--- src/rtl/oven_display_ctrl.sv ---
// Seven-segment front-panel controller: samples time/temperature every refresh period,
// converts to decimal with a serial /60 divider and a double-dabble engine, drives six active-low digits.
module oven_display_ctrl #(
    parameter int TIME_W         = 13,
    parameter int TEMP_W         = 9,
    parameter int REFRESH_CYCLES = 1000,
    parameter int BLINK_CYCLES   = 25000000
) (
    input  logic              clk,
    input  logic              reset,
    input  logic              power,
    input  logic [TIME_W-1:0] current_time,
    input  logic [TEMP_W-1:0] current_temp,
    input  logic [TEMP_W-1:0] target_temp,
    output logic [0:6]        hex0,
    output logic [0:6]        hex1,
    output logic [0:6]        hex2,
    output logic [0:6]        hex3,
    output logic [0:6]        hex4,
    output logic [0:6]        hex5,
    output logic              busy,
    output logic              disp_valid
);

    localparam int REF_W  = $clog2(REFRESH_CYCLES + 1);
    localparam int BLK_W  = $clog2(BLINK_CYCLES + 1);
    localparam int STEP_W = $clog2(TIME_W + 10);

    localparam logic [0:6] BLANK = 7'b1111111;
    localparam logic [0:6] DASH  = 7'b1111110;

    typedef enum logic [2:0] {IDLE, CAPTURE, DIV, BCD_A, BCD_B, LOAD} state_t;

    state_t state, state_next;

    logic [REF_W-1:0]  refresh_cnt;
    logic [BLK_W-1:0]  blink_cnt;
    logic              blink_phase;
    logic [STEP_W-1:0] step;
    logic              step_last;
    logic              start;

    logic              power_r;
    logic              zero_time_r;
    logic              heating_r;
    logic [9:0]        cur_clamp_r;
    logic [9:0]        tgt_clamp_r;
    logic [TIME_W-1:0] quo_r;
    logic [5:0]        rem_r;
    logic [9:0]        bin_r;
    logic [9:0]        field_b_r;
    logic [11:0]       bcd_r;
    logic [11:0]       bcd_a_r;
    logic [0:6]        hex_r [6];
    logic              mode_r;
    logic              blink_en_r;

    logic [6:0]        trial;
    logic              trial_ge;
    logic [TIME_W-1:0] quo_next;
    logic [5:0]        rem_next;
    logic              min_over;
    logic [9:0]        min_field;
    logic [9:0]        sec_field;
    logic [11:0]       bcd_adj;
    logic [11:0]       bcd_next;
    logic [0:6]        hex_next [6];

    function automatic logic [0:6] seg(input logic [3:0] d);
        case (d)
            4'd0:    return 7'b0000001;
            4'd1:    return 7'b1001111;
            4'd2:    return 7'b0010010;
            4'd3:    return 7'b0000110;
            4'd4:    return 7'b1001100;
            4'd5:    return 7'b0100100;
            4'd6:    return 7'b0100000;
            4'd7:    return 7'b0001111;
            4'd8:    return 7'b0000000;
            4'd9:    return 7'b0000100;
            default: return BLANK;
        endcase
    endfunction

    function automatic logic [9:0] clamp_to(input logic [31:0] v, input logic [31:0] lim);
        return (v > lim) ? lim[9:0] : v[9:0];
    endfunction

    assign start = (refresh_cnt == '0) && (state == IDLE);
    assign busy  = (state != IDLE);

    always_ff @(posedge clk or posedge reset) begin
        if (reset) begin
            refresh_cnt <= '0;
        end else if (refresh_cnt == REF_W'(REFRESH_CYCLES - 1)) begin
            refresh_cnt <= '0;
        end else begin
            refresh_cnt <= refresh_cnt + 1'b1;
        end
    end

    always_ff @(posedge clk or posedge reset) begin
        if (reset) begin
            blink_cnt   <= '0;
            blink_phase <= 1'b0;
        end else if (blink_cnt == BLK_W'(BLINK_CYCLES - 1)) begin
            blink_cnt   <= '0;
            blink_phase <= ~blink_phase;
        end else begin
            blink_cnt <= blink_cnt + 1'b1;
        end
    end

    always_ff @(posedge clk or posedge reset) begin
        if (reset) state <= IDLE;
        else       state <= state_next;
    end

    // NOTE: every always_comb output gets a default first so no path leaves it unassigned (no latch).
    always_comb begin
        state_next = state;
        step_last  = 1'b0;
        unique case (state)
            IDLE:    if (start) state_next = CAPTURE;
            CAPTURE: state_next = DIV;
            DIV: begin
                step_last = (step == STEP_W'(TIME_W - 1));
                if (step_last) state_next = BCD_A;
            end
            BCD_A: begin
                step_last = (step == STEP_W'(9));
                if (step_last) state_next = BCD_B;
            end
            BCD_B: begin
                step_last = (step == STEP_W'(9));
                if (step_last) state_next = LOAD;
            end
            LOAD:    state_next = IDLE;
            default: state_next = IDLE;
        endcase
    end

    // One restoring-division step and one double-dabble step per clock.
    always_comb begin
        trial     = {rem_r, quo_r[TIME_W-1]};
        trial_ge  = (trial >= 7'd60);
        quo_next  = {quo_r[TIME_W-2:0], trial_ge};
        rem_next  = trial_ge ? 6'(trial - 7'd60) : trial[5:0];
        min_over  = (32'(quo_next) > 32'd99);
        min_field = clamp_to(32'(quo_next), 32'd99);
        sec_field = min_over ? 10'd59 : 10'(rem_next);
        for (int i = 0; i < 3; i++) begin
            bcd_adj[4*i +: 4] = (bcd_r[4*i +: 4] >= 4'd5) ? bcd_r[4*i +: 4] + 4'd3 : bcd_r[4*i +: 4];
        end
        bcd_next = {bcd_adj[10:0], bin_r[9]};
    end

    always_comb begin
        for (int i = 0; i < 6; i++) hex_next[i] = BLANK;
        if (!power_r) begin
            hex_next[4] = seg(bcd_a_r[7:4]);
            hex_next[3] = seg(bcd_a_r[3:0]);
            hex_next[2] = DASH;
            hex_next[1] = seg(bcd_r[7:4]);
            hex_next[0] = seg(bcd_r[3:0]);
        end else begin
            // Leading zeros blank; the ones digit always shows.
            hex_next[5] = (bcd_r[11:8] == 4'd0)   ? BLANK : seg(bcd_r[11:8]);
            hex_next[4] = (bcd_r[11:4] == 8'd0)   ? BLANK : seg(bcd_r[7:4]);
            hex_next[3] = seg(bcd_r[3:0]);
            hex_next[2] = (bcd_a_r[11:8] == 4'd0) ? BLANK : seg(bcd_a_r[11:8]);
            hex_next[1] = (bcd_a_r[11:4] == 8'd0) ? BLANK : seg(bcd_a_r[7:4]);
            hex_next[0] = seg(bcd_a_r[3:0]);
        end
    end

    always_ff @(posedge clk or posedge reset) begin
        if (reset) begin
            step        <= '0;
            power_r     <= 1'b0;
            zero_time_r <= 1'b0;
            heating_r   <= 1'b0;
            cur_clamp_r <= '0;
            tgt_clamp_r <= '0;
            quo_r       <= '0;
            rem_r       <= '0;
            bin_r       <= '0;
            field_b_r   <= '0;
            bcd_r       <= '0;
            bcd_a_r     <= '0;
            mode_r      <= 1'b0;
            blink_en_r  <= 1'b0;
            disp_valid  <= 1'b0;
            // NOTE: the hex registers are plain flops driving pins, so they are reset to blank like any other state.
            for (int i = 0; i < 6; i++) hex_r[i] <= BLANK;
        end else begin
            step <= (state == IDLE || state_next != state) ? '0 : step + 1'b1;
            unique case (state)
                CAPTURE: begin
                    power_r     <= power;
                    zero_time_r <= (current_time == '0);
                    heating_r   <= (current_temp < target_temp);
                    cur_clamp_r <= clamp_to(32'(current_temp), 32'd999);
                    tgt_clamp_r <= clamp_to(32'(target_temp), 32'd999);
                    quo_r       <= current_time;
                    rem_r       <= '0;
                end
                DIV: begin
                    quo_r <= quo_next;
                    rem_r <= rem_next;
                    if (step_last) begin
                        bin_r     <= power_r ? cur_clamp_r : min_field;
                        field_b_r <= power_r ? tgt_clamp_r : sec_field;
                        bcd_r     <= '0;
                    end
                end
                BCD_A: begin
                    if (step_last) begin
                        bcd_a_r <= bcd_next;
                        bin_r   <= field_b_r;
                        bcd_r   <= '0;
                    end else begin
                        bin_r <= {bin_r[8:0], 1'b0};
                        bcd_r <= bcd_next;
                    end
                end
                BCD_B: begin
                    bin_r <= {bin_r[8:0], 1'b0};
                    bcd_r <= bcd_next;
                end
                LOAD: begin
                    for (int i = 0; i < 6; i++) hex_r[i] <= hex_next[i];
                    mode_r     <= power_r;
                    blink_en_r <= power_r ? heating_r : zero_time_r;
                    disp_valid <= 1'b1;
                end
                default: ;
            endcase
        end
    end

    logic blank_lo, blank_mid;
    assign blank_lo  = blink_phase & blink_en_r;
    assign blank_mid = blank_lo & ~mode_r;

    assign hex0 = blank_lo  ? BLANK : hex_r[0];
    assign hex1 = blank_lo  ? BLANK : hex_r[1];
    assign hex2 = blank_lo  ? BLANK : hex_r[2];
    assign hex3 = blank_mid ? BLANK : hex_r[3];
    assign hex4 = blank_mid ? BLANK : hex_r[4];
    assign hex5 = hex_r[5];

endmodule
--- config.mk ---
export PLATFORM = sky130hd
export DESIGN_NAME = oven_display_ctrl
export DESIGN_NICKNAME = d
export VERILOG_FILES = /design/src/rtl/oven_display_ctrl.sv
export SDC_FILE = /design/constraint.sdc
export NUM_CORES = 1
export LEC_CHECK = 0
export CAP_MARGIN = 30
export CORE_UTILIZATION = 55
export CTS_CLUSTER_DIAMETER = 60
export DETAILED_ROUTE_END_ITERATION = 10
export PLACE_DENSITY_LB_ADDON = 0.2
export SETUP_SLACK_MARGIN = 0.4
export SLEW_MARGIN = 10
export SYNTH_ARGS = -nofsm -noshare
export SYNTH_HDL_FRONTEND = slang
export SYNTH_SLANG_ARGS = --single-unit
--- constraint.sdc ---
create_clock -name clk -period 6.3 [get_ports clk]
set_input_delay 0.63 -clock clk [delete_from_list [all_inputs] [get_ports clk]]
set_output_delay 0.63 -clock clk [all_outputs]
set_load 0.02 [all_outputs]
==> flow_summary.toml, run 1 <==
[status]
status = "finished, final reports clean"

[floorplan]
chipWidth_um = 134
initial_core_util_pct = 57.1
die-area_um2 = 18000
core-area_um2 = 16800
io_pins = 78
die_h_um = 134
row_count = 47

[timing]
fin_skew_ns = 0.0109
layout_min_cycle_time_ns = 3.16
slew_violations = 0
holdWs_ns = 0.452
tns_ns = 0
setup_slack_ns = 3.14
fin_crit_sh_pct = 50.2
rsz0062_at_grt = "false"
finalSetupViolCount = 0
worst_slew_pin_slew_ns = 0.887
final_hold_viol_count = 0
max_freq_ghz = 0.316
max_slew_margin_pct = 40.7

[pwr]
power_density_nw_per_um2 = 378
peakVddDrop_uv = 252
static-leakage-power_nw = 4.91

[setup_path]
worstSetupStartpointType = "flip-flop"
worstRegToRegCells = 6
critPathCapture = "hex4[1]"
regToRegStartpoint = "state[1]"
critPathBufInv = 1
cp.arrival_ns = 2.53
setup.worst_path.class = "reg -> out"
cpPeakStageDelay_ns = 0.60
cp_slowest_cell = "clkdlybuf4s50_1"
cp.depth = 4
worst_setup_path_end_kind = "output pin"
timing.rr.end = "bcd_r[3]"
cp.required_ns = 5.67
crit_chain = "nand2_1, or2_2, nand2b_1, clkdlybuf4s50_1"
cp-startpoint = "blink_phase"
r2r_slack_ns = 3.70
crit_fanout = 22
timing.critical_path.max_delay_family = "simple AND/OR/NAND/NOR gates"

[placed_design]
routabilityCongestion = 0.846
dp_cells = 1265
pre_cts_ws_ns = 3.56
port-buffer-count = 77
place_hpwl_mm = 14.3

[synthesis]
ys_async_sr_fraction_pct = 100
synthDistinctLibCells = 78
ys_ff_latch = 172
synthCells = 1020
synth_area_leaders = "dfrtp_1 (34%), dfstp_2 (11%), ha_1 (5.9%)"
ys_warn_count = 0
synth_fp_nets = 1099
ys.flop_type = "dfrtp_1"
synth-edff-count = 0
synthDominantCellAreaShare_pct = 33.9
avgSynthCellArea_um2 = 9.41
yosysSeqAreaShare_pct = 45.4
yosys.area.top_type = "dfrtp_1"
netlist_area_um2 = 9600

[global_routing]
grt_usage_pct = 23.8
grt_pass1_wl_mm = 34.0
grt_max_degree = 68
grt_pass1_vias = 6911
grt.overflow.total = 0
antenna_found_initial = 0

[cts]
cts_tree = "yes"
clkTransAtPathRegs_ns = 0.06
clockBufferDepth = 2
cts_buffers = 17
hold_buffers = 0
cts_max_level = 4
cts.sinks = 172
post_cts_buffers = 0
clk_latency_ns = 0.44
cts-root-buf = "clkbuf_16"
cts-resized-gates = 0

[min_path]
hold_path.class = "reg -> reg"

[run]
cap_violations = 0

[detailed_routing]
num_vias = 7277
drc = 0
post_drt_wl_per_cell_um = 15.6
vias_per_cell = 5.61
drt_iter0_markers = 377
detail-route-antenna-nets = 0
drtPass1Iterations = 5
wl_mm = 20.3

[final_layout]
area_growth_syn_to_layout_pct = 14.7
n_fill_cell = 1412
nets = 1144
final_cells = 1298
final_common_cell = "nand2_1"
final_cell_mix = "nand2_1 (136), dfrtp_1 (130), o21ai_0 (89)"
diodes = 0
drive_gt1_share_pct = 12.7
==> synth_stat cells (11+ instances only) <==
master and count:
nor3_1 15, xnor2_1 15, inv_1 41, dfrtp_1 130, nand2b_1 55, a31oi_1 13, nor2_1 74, clkbuf_1 34
mux2i_1 23, o22ai_1 20, o22a_1 11, mux2_2 25, buf_4 13, ha_1 45, nand2_1 136, o21ai_0 89
xor2_1 23, nand3_1 28, dfstp_2 42, a21oi_1 59
==> worst min-delay path by stage <==
stage | slack (ns) | cells after the start | from | end
floorplan | 0.43 | 2 | hex_r[12] | hex_r[12]
global placement | 0.44 | 2 | hex_r[36] | hex_r[36]
detailed placement | 0.45 | 2 | hex_r[36] | hex_r[36]
CTS | 0.46 | 2 | hex_r[36] | hex_r[36]
global route | 0.46 | 2 | hex_r[36] | hex_r[36]
finish | 0.45 | 2 | hex_r[36] | hex_r[36]
==> sequential cells by signal, summed over array words and instances (netlist names) <==
register,count
field_b_r,9
quo_r,13
zero_time_r,1
hex_r,35
bin_r,10
rem_r,6
blink_cnt,25
bcd_r,12
hex5,7
bcd_a_r,12
blink_en_r,1
cur_clamp_r,9
state,3
mode_r,1
heating_r,1
refresh_cnt,10
power_r,1
blink_phase,1
step,5
disp_valid,1
tgt_clamp_r,9
==> report_power, final <==
group / internal (mW) / leakage, nW / switching [mW]
registers: 1.40 / 2.08 / 0.234
logic: 0.703 / 2.53 / 0.790
clock network: 0.607 / 0.293 / 0.428
total: 2.71 / 4.91 / 1.45
==> metal layers <==
metal	routed length (µm)	vias to the layer above	track usage [%]
li1	-	3639	-
met1	9570	3451	33.1
met2	9720	166	38.5
met3	728	21	3.63
met4	270	0	7.55
met5	0	-	0
==> final cells by class <==
cell class	count	area (µm²)	area share [%]
multi-input combinational	748	4800	43.6
tap	220	275	2.50
sequential	172	4360	39.5
clock buffer	23	508	4.61
clock inverter	9	82.6	0.749
timing repair buffer	84	831	7.54
inverter	42	163	1.48
==> tightest hold or removal path: cells and delay by family (launching register included) <==
kind	cells	cell delay, ns
AND/OR/NAND/NOR	2	0.09
flip-flops	1	0.36
==> cell families (layout without fill, tap and decap cells) <==
family,count (synthesis),count (layout),synth area share [%]
adder cells (fa/ha/maj),45,45,5.86
AO/OA/AOI/OAI,241,241,15.3
multiplexers,48,48,5.33
buffers and inverters,100,158,4.68
AND/OR/NAND/NOR,376,376,20.0
flip-flops,172,172,45.4
XOR/XNOR,38,38,3.47
==> metrics by stage <==
stage,power (mW),utilization (%),area [µm²]
2_1_floorplan,2.66,-,9600
6_report,4.16,65.5,11000
5_1_grt,4.43,65.5,11000
3_5_place_dp,3.14,61.9,10400
3_3_place_gp,3.12,61.9,10400
4_1_cts,4.19,65.4,11000
Note: power is estimated with default switching activity, not from simulation.
==> run 2: changes to the inputs <==
- clock period: 6.3 -> 3.2 ns (I/O delays scaled with it)
==> run 2 against run 1 <==
  * Setup slack got worse by 2.6 ns
  * Via count increased by 0.52%
  * Utilization increased by 0.067 points
  * Largest power group unchanged
  * Critical endpoint is now hex3[5]
==> flow_summary.toml, run 2 (synthesis gave the netlist of run 1 again) <==
[global_routing]
grt.overflow.total = 0
grt_pass1_wl_mm = 35.1
grt_max_degree = 115
antenna_found_initial = 0
grt_usage_pct = 24.5
grt_pass1_vias = 7116

[run]
cap_violations = 0

[final_layout]
nets = 1147
largest_reg_flops = 35
final_area_um2 = 11000
regMostFlops = "hex_r"
top_regs = "hex_r x35, blink_cnt x25, quo_r x13"
n_fill_cell = 1410
diodes = 0
final_common_cell = "nand2_1"
drive_gt1_share_pct = 12.5
final_cell_mix = "nand2_1 (136), dfrtp_1 (130), o21ai_0 (89)"
area_growth_syn_to_layout_pct = 14.9

[timing]
fin_crit_sh_pct = 82.5
fin_skew_ns = 0.00884
layout_min_cycle_time_ns = 2.64
rsz0062_at_grt = "false"
finalSetupViolCount = 0
max_freq_ghz = 0.379
final_hold_viol_count = 0
tns_ns = 0
max_slew_margin_pct = 45.9
worst_slew_pin_slew_ns = 0.808
slew_violations = 0

[cts]
cts-root-buf = "clkbuf_16"
post_cts_buffers = 0
cts_max_level = 4
clkTransAtPathRegs_ns = 0.06
cts.sinks = 172
clockBufferDepth = 2
hold_buffers = 0
cts-resized-gates = 0
cts_buffers = 17
clk_latency_ns = 0.43
cts_tree = "yes"

[detailed_routing]
num_vias = 7315
drc = 0
detail-route-antenna-nets = 0
drtPass1Iterations = 5
post_drt_wl_per_cell_um = 15.7
wl_mm = 20.5
drt_iter0_markers = 462
vias_per_cell = 5.62

[setup_path]
worstSetupStartpointType = "flip-flop"
cp.required_ns = 2.88
crit_fanout = 22
cp.arrival_ns = 2.32
setup.worst_path.class = "reg -> out"
cp-startpoint = "blink_phase"
regToRegStartpoint = "state[0]"
worst_setup_path_end_kind = "output pin"

[floorplan]
initial_core_util_pct = 57.1
core-area_um2 = 16800
io_pins = 78
row_count = 47
die_h_um = 134
chipWidth_um = 134
die-area_um2 = 18000

[placed_design]
port-buffer-count = 77
place_hpwl_mm = 14.7
dpl_cell_area_um2 = 10500
routabilityCongestion = 0.845

[pwr]
static-leakage-power_nw = 4.91
peakVddDrop_uv = 453
power_density_nw_per_um2 = 743

[status]
status = "finished, final reports clean"

[min_path]
hold_path.class = "in -> async"
## run 2: final cells by class
class / instances / area [µm²] / area share (%)
tap: 220 / 275 / 2.50
sequential: 172 / 4360 / 39.5
clock inverter: 6 / 86.3 / 0.783
timing repair buffer: 87 / 858 / 7.78
clock buffer: 26 / 489 / 4.44
inverter: 42 / 161 / 1.46
multi-input combinational: 748 / 4800 / 43.5
## run 2: final timing paths
check	end	slack [ns]	cells past startpoint
worst max-delay path	hex3[5]	0.56	5
worst min-delay path	blink_cnt[6]	0.45	3
worst max register to register	bcd_r[3]	0.90	5
worst min register to register	hex_r[12]	0.45	2
max in group asynchronous	bcd_a_r[3]	2.23	3
min in group clk	hex_r[12]	0.45	2
## run 2: routing by layer
metal  up-vias  GRT usage [%]  wire length (µm)
met5         -              0                 0
met4         0           8.36               248
met3        18           3.29               579
met2       141           40.1              9960
met1      3524           33.6              9700
li1       3632              -                 -
## run 2: power breakdown
part / switching [mW] / internal [mW] / leakage [nW]
combinational: 1.56 / 1.39 / 2.54
clock: 0.814 / 1.21 / 0.279
sequential: 0.458 / 2.76 / 2.08
total: 2.83 / 5.37 / 4.91
## run 2: critical path: stages (launching register included)
cell and delay (ns):
dfrtp_1 0.46, nand2_1 0.09, buf_4 0.22, or2_2 0.41, nand2b_1 0.12, clkdlybuf4s50_1 0.60
## run 2: per-stage QoR
stage / util, % / std cells / hold slack [ns] / total power, mW / setup WS (ns)
global placement: 62.2 / 1269 / 0.441 / 6.13 / 1.01
global route: 65.6 / 1301 / 0.468 / 8.75 / 0.462
detailed placement: 62.2 / 1269 / 0.441 / 6.18 / 0.896
finish: 65.6 / 1301 / 0.445 / 8.20 / 0.559
CTS: 65.6 / 1301 / 0.442 / 8.24 / 0.555
floorplan: - / 1020 / 0.431 / 5.24 / 0.718
==> run 3: changes to the inputs <==
- clock period: 3.2 -> 2.6 ns (I/O delays scaled with it)
==> run 3 against run 2 <==
  * Sequential share of layout area shrank 0.48 points
  * Global-route usage shrank 0.32 points
  * Die area is the same
  * Hold slack lost 0.27 ns
  * Clock power grew 28%
  * Critical path depth shrank 1
  * Setup slack lost 0.011 ns
  * Wire length grew 0.81%
  * First-iteration DRC count grew 1.7%
  * Count of clock-buffer cells in the layout shrank 3
  * Register-to-register slack lost 0.29 ns
  * Via count grew 2.2%
  * Largest power group unchanged
==> flow_summary.toml, run 3 (synthesis gave the netlist of run 1 again) <==
[pwr]
static-leakage-power_nw = 5.09
swShare_pct = 34.8
p_sw_mw = 3.53
p_seq_share_pct = 38.9
clockPowerShare_pct = 25.5
peakVddDrop_uv = 585
intPower_mw = 6.63
power_density_nw_per_um2 = 910
p_comb_share_pct = 35.6

[cts]
cts_buffers = 17
cts_tree = "yes"
clockBufferDepth = 2
clk_latency_ns = 0.42
clkTransAtPathRegs_ns = 0.06
cts.sinks = 172
cts-root-buf = "clkbuf_16"
cts_max_level = 4
hold_buffers = 0

[final_layout]
drive_gt1_share_pct = 13.6
area_growth_syn_to_layout_pct = 16.3
final_area_um2 = 11200
final_cells = 1307
final_cell_mix = "nand2_1 (136), dfrtp_1 (128), o21ai_0 (89)"
diodes = 0
nets = 1153
n_fill_cell = 1380
largest_reg_flops = 35
regMostFlops = "hex_r"
top_regs = "hex_r x35, blink_cnt x25, quo_r x13"
final_common_cell = "nand2_1"

[detailed_routing]
post_drt_wl_per_cell_um = 15.8
wl_mm = 20.7
num_vias = 7477
drc = 0
drt_iter0_markers = 470
detail-route-antenna-nets = 0
vias_per_cell = 5.72
drtPass1Iterations = 5

[setup_path]
cpPeakStageDelay_ns = 0.54
r2r_slack_ns = 0.61
crit_chain = "nand2_1, buf_6, nand2b_1, clkdlybuf4s50_1"
worstRegToRegCells = 6
worstSetupStartpointType = "flip-flop"
timing.critical_path.max_delay_family = "buffers and inverters"
cp.arrival_ns = 1.79
cp.required_ns = 2.34
critPathBufInv = 2
timing.rr.end = "bcd_r[7]"
crit_fanout = 21
regToRegStartpoint = "step[0]"
setup.worst_path.class = "reg -> out"
worst_setup_path_end_kind = "output pin"
cp_slowest_cell = "clkdlybuf4s50_1"

[timing]
final_hold_viol_count = 0
slew_violations = 0
holdWs_ns = 0.176
rsz0062_at_grt = "false"
fin_crit_sh_pct = 78.9
max_freq_ghz = 0.487
layout_min_cycle_time_ns = 2.05
max_slew_margin_pct = 47.3
fin_skew_ns = 0.00889
worst_slew_pin_slew_ns = 0.785
finalSetupViolCount = 0
tns_ns = 0

[placed_design]
routabilityCongestion = 0.870
dp_cells = 1275
port-buffer-count = 77
place_hpwl_mm = 14.8
dpl_cell_area_um2 = 10500

[min_path]
hold_path.class = "in -> async"

[global_routing]
grt_max_degree = 84
grt_usage_pct = 24.2
antenna_found_initial = 0
met1_usage_pct = 33.5
grt_pass1_vias = 7043
grt.busiest_layer = "met2"
grt.overflow.total = 0
grtUsageMet2_pct = 38.6
met3_usage_pct = 3.70
grt_pass1_wl_mm = 34.6

[floorplan]
row_count = 47
initial_core_util_pct = 57.1
io_pins = 78
core-area_um2 = 16800
die-area_um2 = 18000
die_h_um = 134
chipWidth_um = 134

[run]
cap_violations = 0

[status]
status = "finished, final reports clean"
## run 3: layout make-up
type | count | area (µm²) | share of cell area, %
Multi-Input combinational cell | 748 | 4800 | 43.0
Sequential cell | 172 | 4360 | 39.0
Timing Repair Buffer | 93 | 966 | 8.65
Clock buffer | 23 | 498 | 4.46
Tap cell | 220 | 275 | 2.46
Inverter | 42 | 161 | 1.44
Clock inverter | 9 | 108 | 0.963
## run 3: layer usage
metal	up-vias	part of all wire (%)
li1	3650	-
met1	3613	47
met5	-	0
met2	179	48
met3	35	3.4
met4	0	2.2
## run 3: power groups by stage
stage | Sequential, mW | Clock (mW) | Combinational, mW
3_3_place_gp | 3.98 | 0 | 3.58
3_5_place_dp | 4.00 | 0 | 3.64
6_report | 3.96 | 2.59 | 3.62
4_1_cts | 3.95 | 2.63 | 3.66
5_1_grt | 4.06 | 2.74 | 4.05
2_1_floorplan | 3.71 | 0 | 2.74
## run 3: through the flow
| step | utilization [%] | setup WS [ns] | total power, mW |
|---|---|---|---|
| after detailed placement | 62.6 | 0.483 | 7.64 |
| final | 66.4 | 0.548 | 10.2 |
| after floorplan | - | 0.178 | 6.45 |
| after global routing | 66.4 | 0.461 | 10.9 |
| after CTS | 66.2 | 0.301 | 10.2 |
| after global placement | 62.6 | 0.588 | 7.56 |
## run 3: worst register-to-register path: stages, from the launching register on
cell and delay, ns:
dfrtp_1 0.43, ha_1 0.23, and4bb_2 0.33, o21ai_2 0.47, buf_4 0.23, o21ai_0 0.09
a21oi_1 0.14
## run 3: what timing repair did
action | CTS | global route
resized for setup | 3 | 16
setup endpoints to repair | 15 | 17
buffers inserted | 0 | 0
## run 3: worst max-delay path by stage
stage | startpoint | endpoint | slack [ns] | depth (start not counted)
floorplan | reset | bcd_a_r[0] | 0.18 | 1
global placement | state[0] | bin_r[7] | 0.59 | 6
detailed placement | state[0] | bin_r[1] | 0.48 | 6
CTS | state[1] | busy | 0.30 | 2
global route | blink_phase | hex1[1] | 0.46 | 4
finish | blink_phase | hex1[0] | 0.55 | 4
